$ cat config.mk
export PLATFORM = sky130hd
export DESIGN_NAME = mul_wb_pipe
export DESIGN_NICKNAME = d
export VERILOG_FILES = /design/src/rtl/mul_wb_pipe.sv
export SDC_FILE = /design/constraint.sdc
export NUM_CORES = 1
export LEC_CHECK = 0
export BUFFER_PORTS_ARGS = -buffer_cell sky130_fd_sc_hd__buf_2
export CORE_AREA = 3 3 90 92
export DETAILED_ROUTE_END_ITERATION = 10
export DIE_AREA = 0 0 93 95
export HOLD_SLACK_MARGIN = 0.08
export PLACE_DENSITY_LB_ADDON = 0.08
export SLEW_MARGIN = 0
export SYNTH_ARGS = -nofsm -noshare
export SYNTH_HDL_FRONTEND = slang
export SYNTH_SLANG_ARGS = --single-unit
export TNS_END_PERCENT = 100
$ cat constraint.sdc
create_clock -name clk -period 2 [get_ports clk]
set_clock_uncertainty 0.15 [all_clocks]
set_input_delay 0 -clock clk [delete_from_list [all_inputs] [get_ports clk]]
set_output_delay 0 -clock clk [all_outputs]
set_load 0.02 [all_outputs]
$ cat src/rtl/mul_wb_pipe.sv
// Elastic multiplier-to-writeback register chain: valid/ready handshake,
// bubble collapsing, global flush and a registered occupancy count.
module mul_wb_pipe #(
  parameter int DEPTH  = 2,
  parameter int DATA_W = 32,
  parameter int IDX_W  = 4,
  parameter int EXC_W  = 3,
  parameter int CNT_W  = $clog2(DEPTH + 1)
) (
  input  logic              clk,
  input  logic              reset,
  input  logic              flush,
  input  logic              in_valid,
  output logic              in_ready,
  input  logic [DATA_W-1:0] in_mul_out,
  input  logic [IDX_W-1:0]  in_complete_idx,
  input  logic [EXC_W-1:0]  in_exception_vector,
  output logic              out_valid,
  input  logic              out_ready,
  output logic [DATA_W-1:0] out_mul_out,
  output logic [IDX_W-1:0]  out_complete_idx,
  output logic [EXC_W-1:0]  out_exception_vector,
  output logic [CNT_W-1:0]  occupancy
);

  logic [DEPTH-1:0]  w_v;
  logic [DEPTH-1:0]  w_adv;
  logic              w_accept;
  logic              w_fire;
  logic [DATA_W-1:0] w_data [DEPTH];
  logic [IDX_W-1:0]  w_idx  [DEPTH];
  logic [EXC_W-1:0]  w_exc  [DEPTH];
  logic [CNT_W-1:0]  r_occ;

  // Advance is resolved from the head backwards so that a stage can move into
  // a slot that is being vacated in the same cycle. Flush freezes every move.
  always_comb begin
    logic [DEPTH-1:0] l_adv;
    l_adv = '0;
    for (int s = DEPTH - 1; s >= 0; s--) begin
      if (s == DEPTH - 1) begin
        l_adv[s] = w_v[s] & out_ready & !flush;
      end else begin
        l_adv[s] = w_v[s] & (!w_v[s+1] | l_adv[s+1]) & !flush;
      end
    end
    w_adv = l_adv;
  end

  assign in_ready = (!w_v[0] | w_adv[0]) & !flush;
  assign w_accept = in_valid & in_ready;

  genvar gi;
  generate
    for (gi = 0; gi < DEPTH; gi++) begin : g_stage
      logic              r_v;
      logic [DATA_W-1:0] r_data;
      logic [IDX_W-1:0]  r_idx;
      logic [EXC_W-1:0]  r_exc;
      logic              w_load;
      logic [DATA_W-1:0] w_src_data;
      logic [IDX_W-1:0]  w_src_idx;
      logic [EXC_W-1:0]  w_src_exc;

      if (gi == 0) begin : g_entry
        assign w_load     = w_accept;
        assign w_src_data = in_mul_out;
        assign w_src_idx  = in_complete_idx;
        assign w_src_exc  = in_exception_vector;
      end else begin : g_link
        assign w_load     = w_adv[gi-1];
        assign w_src_data = w_data[gi-1];
        assign w_src_idx  = w_idx[gi-1];
        assign w_src_exc  = w_exc[gi-1];
      end

      always_ff @(posedge clk) begin
        if (reset) begin
          r_v    <= 1'b0;
          r_data <= '0;
          r_idx  <= '0;
          r_exc  <= '0;
        end else begin
          if (flush) begin
            r_v <= 1'b0;
          end else if (w_load) begin
            r_v <= 1'b1;
          end else if (w_adv[gi]) begin
            r_v <= 1'b0;
          end
          // Payload only changes on a capture; w_load is already flush-masked.
          if (w_load) begin
            r_data <= w_src_data;
            r_idx  <= w_src_idx;
            r_exc  <= w_src_exc;
          end
        end
      end

      assign w_v[gi]    = r_v;
      assign w_data[gi] = r_data;
      assign w_idx[gi]  = r_idx;
      assign w_exc[gi]  = r_exc;
    end
  endgenerate

  assign out_valid            = w_v[DEPTH-1] & !flush;
  assign out_mul_out          = w_data[DEPTH-1];
  assign out_complete_idx     = w_idx[DEPTH-1];
  assign out_exception_vector = w_exc[DEPTH-1];
  assign w_fire               = out_valid & out_ready;

  always_ff @(posedge clk) begin
    if (reset || flush) begin
      r_occ <= '0;
    end else begin
      case ({w_accept, w_fire})
        2'b10:   r_occ <= r_occ + CNT_W'(1);
        2'b01:   r_occ <= r_occ - CNT_W'(1);
        default: r_occ <= r_occ;
      endcase
    end
  end

  assign occupancy = r_occ;

endmodule

After elaboration in Yosys (flattened, before gate mapping)
Cells that the tools add are included.
{"block": "op_classes", "addsub": 2, "n_eq_ne": 2, "muxes": 5, "bitwise": 10, "n_reduce_logical": 8}
{"operator": "$and 1x1->1", "n": 8}
{"operator": "$reduce_bool 2->1", "n": 3}
{"operator": "$mux 1", "n": 4}
{"operator": "$pmux 2 s2", "n": 1}
{"operator": "$logic_not 1->1", "n": 3}
{"operator": "$add 2x1->2 const B", "n": 1}
{"operator": "$eq 2x1->1 const B", "n": 1}
{"operator": "$eq 2x2->1 const B", "n": 1}
{"operator": "$or 1x1->1", "n": 2}
{"operator": "$reduce_or 2->1", "n": 1}
{"operator": "$sub 2x1->2 const B", "n": 1}
{"operator": "$logic_or 1x1->1", "n": 1}
{"block": "word_totals", "register_bits": 82, "inputBits": 44, "out_inout_bits": 43, "elab_cells": 36}

Longest topological paths before layout
{"block": "logic_depth", "depth_word": 10, "mapped_depth": 9, "depth_no_buf": 7}

Worst setup path after synthesis
No wires, ideal clock.
{"block": "synth_path", "path_kind": "register -> register", "start": "reg g_stage[1].r_v", "end": "reg r_occ[1], in the netlist occupancy[1]", "setup_ns": 0.076, "arrival_time_ns": 1.928, "required_time_ns": 1.774, "path_slack_ns": -0.154, "stages_incl_launch_ff": 9, "period_less_slack_ns": 2.154, "cell_sequence": "dfxtp_1 > nor2b_1 > buf_2 > a211oi_4 > buf_6 > inv_2 > ha_1 > or3_1 > a21boi_0"}
{"block": "synth_via", "elab_chain_len": 10, "word_cells_on_any_way": 15, "cone_classes": "eq/ne: 2; mux: 1; bitwise: 10; reduce/logical: 2"}
{"item": "start: declaration", "line": "56", "source": "logic r_v;"}
{"item": "start signal: assignment", "line": "79", "source": "r_v <= 1'b0;"}
{"item": "start signal: assignment", "line": "85", "source": "r_v <= 1'b0;"}
{"item": "start signal: assignment", "line": "87", "source": "r_v <= 1'b1;"}
{"item": "$and 1x1->1 (2 in series)", "line": "42", "source": "l_adv[s] = w_v[s] & out_ready & !flush;"}
{"item": "$or 1x1->1", "line": "44", "source": "l_adv[s] = w_v[s] & (!w_v[s+1] | l_adv[s+1]) & !flush;"}
{"item": "$and 1x1->1 (2 in series)", "line": "44"}
{"item": "$or 1x1->1", "line": "50", "source": "assign in_ready = (!w_v[0] | w_adv[0]) & !flush;"}
{"item": "$and 1x1->1", "line": "50"}
{"item": "$and 1x1->1", "line": "51", "source": "assign w_accept = in_valid & in_ready;"}
{"item": "$eq 2x1->1 or $eq 2x2->1 (tied branches)", "line": "117", "source": "case ({w_accept, w_fire})"}
{"item": "$pmux 2 s2 or $reduce_bool 2->1 (tied branches)"}
{"item": "end signal: assignment", "line": "118", "source": "2'b10: r_occ <= r_occ + CNT_W'(1);"}
{"item": "end signal: assignment", "line": "119", "source": "2'b01: r_occ <= r_occ - CNT_W'(1);"}
{"item": "end signal: assignment", "line": "120", "source": "default: r_occ <= r_occ;"}
{"item": "end: declaration", "line": "33", "source": "logic [CNT_W-1:0] r_occ;"}
Parallel ways exist; a longest one is shown, timed or not.
A chain may end at the register's enable or synchronous reset.

Final worst setup path
Ends and elaborated chain as after synthesis.

==> summary.txt <==
Worst slew margin -> 63.74%
Final Util -> 63.45%
Core Area -> 7292 µm²
M1 WL -> 3656 µm
placed instance area -> 3959 µm²
full die area -> 8835 µm²
Flop pwr share -> 50.2%
flops & latches, synth -> 82
Worst EP arrival -> 1.88 ns
Detail Route met2 WL -> 3959 µm
net switching power -> 753.3 µW
TritonCTS clock tree -> built
initial DRC count -> 116
worst vdd ir -> 0.4709 mV
Sw Ratio -> 22.25%
Layout Nets -> 534
min-delay src -> out_ready
CP endpoint kind -> flop
FMAX -> 0.5661 GHz
RSZ-0062 raised after global routing -> no
top cells by area, synth -> dfxtp_1, nand2b_1, mux2i_1
post-synth cell types -> 24
ANT nets after route -> 0
post-synth top area share -> 47.88%
Hold/Removal Path Class -> in2reg
grt ovf -> 0
Clk Latency, worst-skew pair -> 0.34 ns
DR WL met3 -> 392 µm
top sig layer -> met4
Final period util -> 88.33%
outcome -> finished, final reports clean
CTS H-tree lvls -> 3
clock slew seen by the registers of the worst setup and hold paths -> 0.08 ns
Max Root-Sink Buffers -> 2
top cell type by total area after synthesis -> dfxtp_1
sequential share of the synthesized area -> 47.88%
CTS buffer count -> 9
final hold slack -> 0.1569 ns
CP Launch Point -> g_stage[1].r_v$_SDFFE_PP0P_
antenna fix cells -> 0
WL per Instance -> 13.70 µm
Slew @ Worst Pin -> 0.5439 ns
Area Growth Syn to Fin -> 34.96%
Required @ worst endpoint -> 2.12 ns
warnings from Yosys -> 0
Post-route DRC -> 0
DRT Wirelength -> 8123 µm
gr usage total -> 18.80%
power per cell area -> 731.8 nW/µm²
row count -> 31
max_cap viols -> 0
drt pass-1 iters -> 4
global-route wire length before repair -> 13,250 µm
Setup Crit Path Kind -> reg2reg
Min Clock Period, post-route -> 1.767 ns
leading cell types in the layout, fill and taps excluded -> buf_2, dfxtp_1, nand2b_1
Port Buf Inserts -> 86
DIE HEIGHT -> 95 µm
Netlist Area Pre-Place -> 3428 µm²
largest net degree at the start of global routing -> 43
CTS sink cnt -> 82
CTS root buffer -> clkbuf_8
reg-to-reg critical path startpoint -> g_stage[1].r_v$_SDFFE_PP0P_
I/O Pins -> 87
layout cell share with drive strength beyond 1 -> 24.49%
critical path peak fanout -> 3
Clk network pwr share -> 40.5%
Lkg Pwr -> 0.001861 µW
DIE WIDTH -> 93 µm
initial core utilization -> 47.01%
post-synthesis instance total -> 372
slowest stage delay, CP -> 0.34 ns
Final GP Congestion -> 0.7627
slowest CP cell -> or3_1
total power -> 3386 µW
vias in the first global route -> 2,749
DR vias -> 2,911
total nets after synthesis -> 417
Comb pwr share -> 9.2%
final setup vio count -> 0
CP startpoint kind -> flop
syn avg cell area -> 9.216 µm²
crit-path cells -> nor2b_4 > a211oi_4 > inv_4 > ha_4 > or3_1 > a21boi_1
setup repair bufs after CTS -> 0
initial antenna violation count -> 0
final slew viol count -> 0
final hold vios -> 0
internal power -> 2633 µW
leading cell type in the layout, fill and taps excluded -> buf_2
final instance area -> 4627 µm²
Vias/cell -> 4.909
DP Wirelength -> 5049 µm
==> worst paths after layout <==
path | endpoint | slack (ns) | depth (start not counted)
worst max-delay path | occupancy[1]$_SDFFE_PP0P_ | 0.23 | 6
worst min-delay path | occupancy[1]$_SDFFE_PP0P_ | 0.16 | 5
worst max register to register | occupancy[1]$_SDFFE_PP0P_ | 0.23 | 6
worst min register to register | out_mul_out[26]$_SDFFE_PP0P_ | 0.31 | 2
==> per-layer routing <==
layer | up-vias | global-route usage, %
met2 | 68 | 31.37
met1 | 1337 | 23.96
met4 | 0 | 6.960
met5 | - | 0
met3 | 11 | 3.984
li1 | 1495 | -
==> layout make-up <==
class | count | area [µm²]
multi-input combinational | 253 | 1638
fill | 674 | 2665
clock buffer | 11 | 151.4
inverter | 2 | 10.01
timing repair buffer | 141 | 975.9
clock inverter | 5 | 86.33
sequential | 82 | 1642
tap | 99 | 123.9
==> power groups by stage <==
stage          logic [µW]  registers (µW)  clock network [µW]
6_report              313            1700                1370
5_1_grt               345            1710                1470
4_1_cts               315            1700                1420
3_5_place_dp          250            1740                   0
3_3_place_gp          246            1740                   0
2_1_floorplan         162            1740                   0
==> sequential cells by signal, summed over array words and instances, names as in the netlist <==
register and cells:
out_exception_vector 3, occupancy 2, g_stage.r_idx 4, g_stage.r_exc 3, g_stage.r_data 32, out_mul_out 32, out_complete_idx 4, g_stage.r_v 2
==> cells in the mapped netlist, drive strengths merged <==
| cell type | instances |
|---|---|
| a211oi | 1 |
| or3 | 1 |
| and2 | 1 |
| nor3 | 1 |
| nand2b | 80 |
| a21oi | 40 |
| inv | 2 |
| xor2 | 1 |
| ha | 1 |
| buf | 10 |
| o21a | 1 |
| o21ai | 41 |
| nand3 | 39 |
| dfxtp | 82 |
| nor2 | 1 |
| xnor2 | 1 |
| mux2i | 39 |
| a21boi | 2 |
| clkbuf | 25 |
| nor2b | 3 |
==> cells by family (layout without fill, tap and decap cells) <==
family,Yosys count,in the layout,synth area share (%)
compound gates,85,85,13.18
simple gates,126,126,21.46
buf+inv,37,159,5.219
xor+xnor,2,2,0.5110
fa+ha+maj,1,1,0.3649
mux,39,39,11.39
flops,82,82,47.88
==> metrics by stage <==
step                      worst slack [ns]  instances  setup TNS [ns]
after floorplan                  -0.007215        372       -0.007215
after global placement              0.2654        534               0
after detailed placement            0.2091        534               0
after CTS                           0.2155        593               0
after global routing                0.1348        593               0
final                               0.2335        593               0
==> worst max-delay path, delay by kind of cell (launching register included) <==
family	cells	cell delay, ns
buffers and inverters	1	0.07
AND/OR/NAND/NOR	2	0.48
AO/OA/AOI/OAI	2	0.43
adder cells (fa/ha/maj)	1	0.25
flip-flops	1	0.33
==> what timing repair did <==
action,CTS,global route
endpoints found under the setup margin,0,0
hold buffers,43,0
endpoints found under the hold margin,63,0
gates resized for setup,0,0
(Power assumes the default switching activity.)
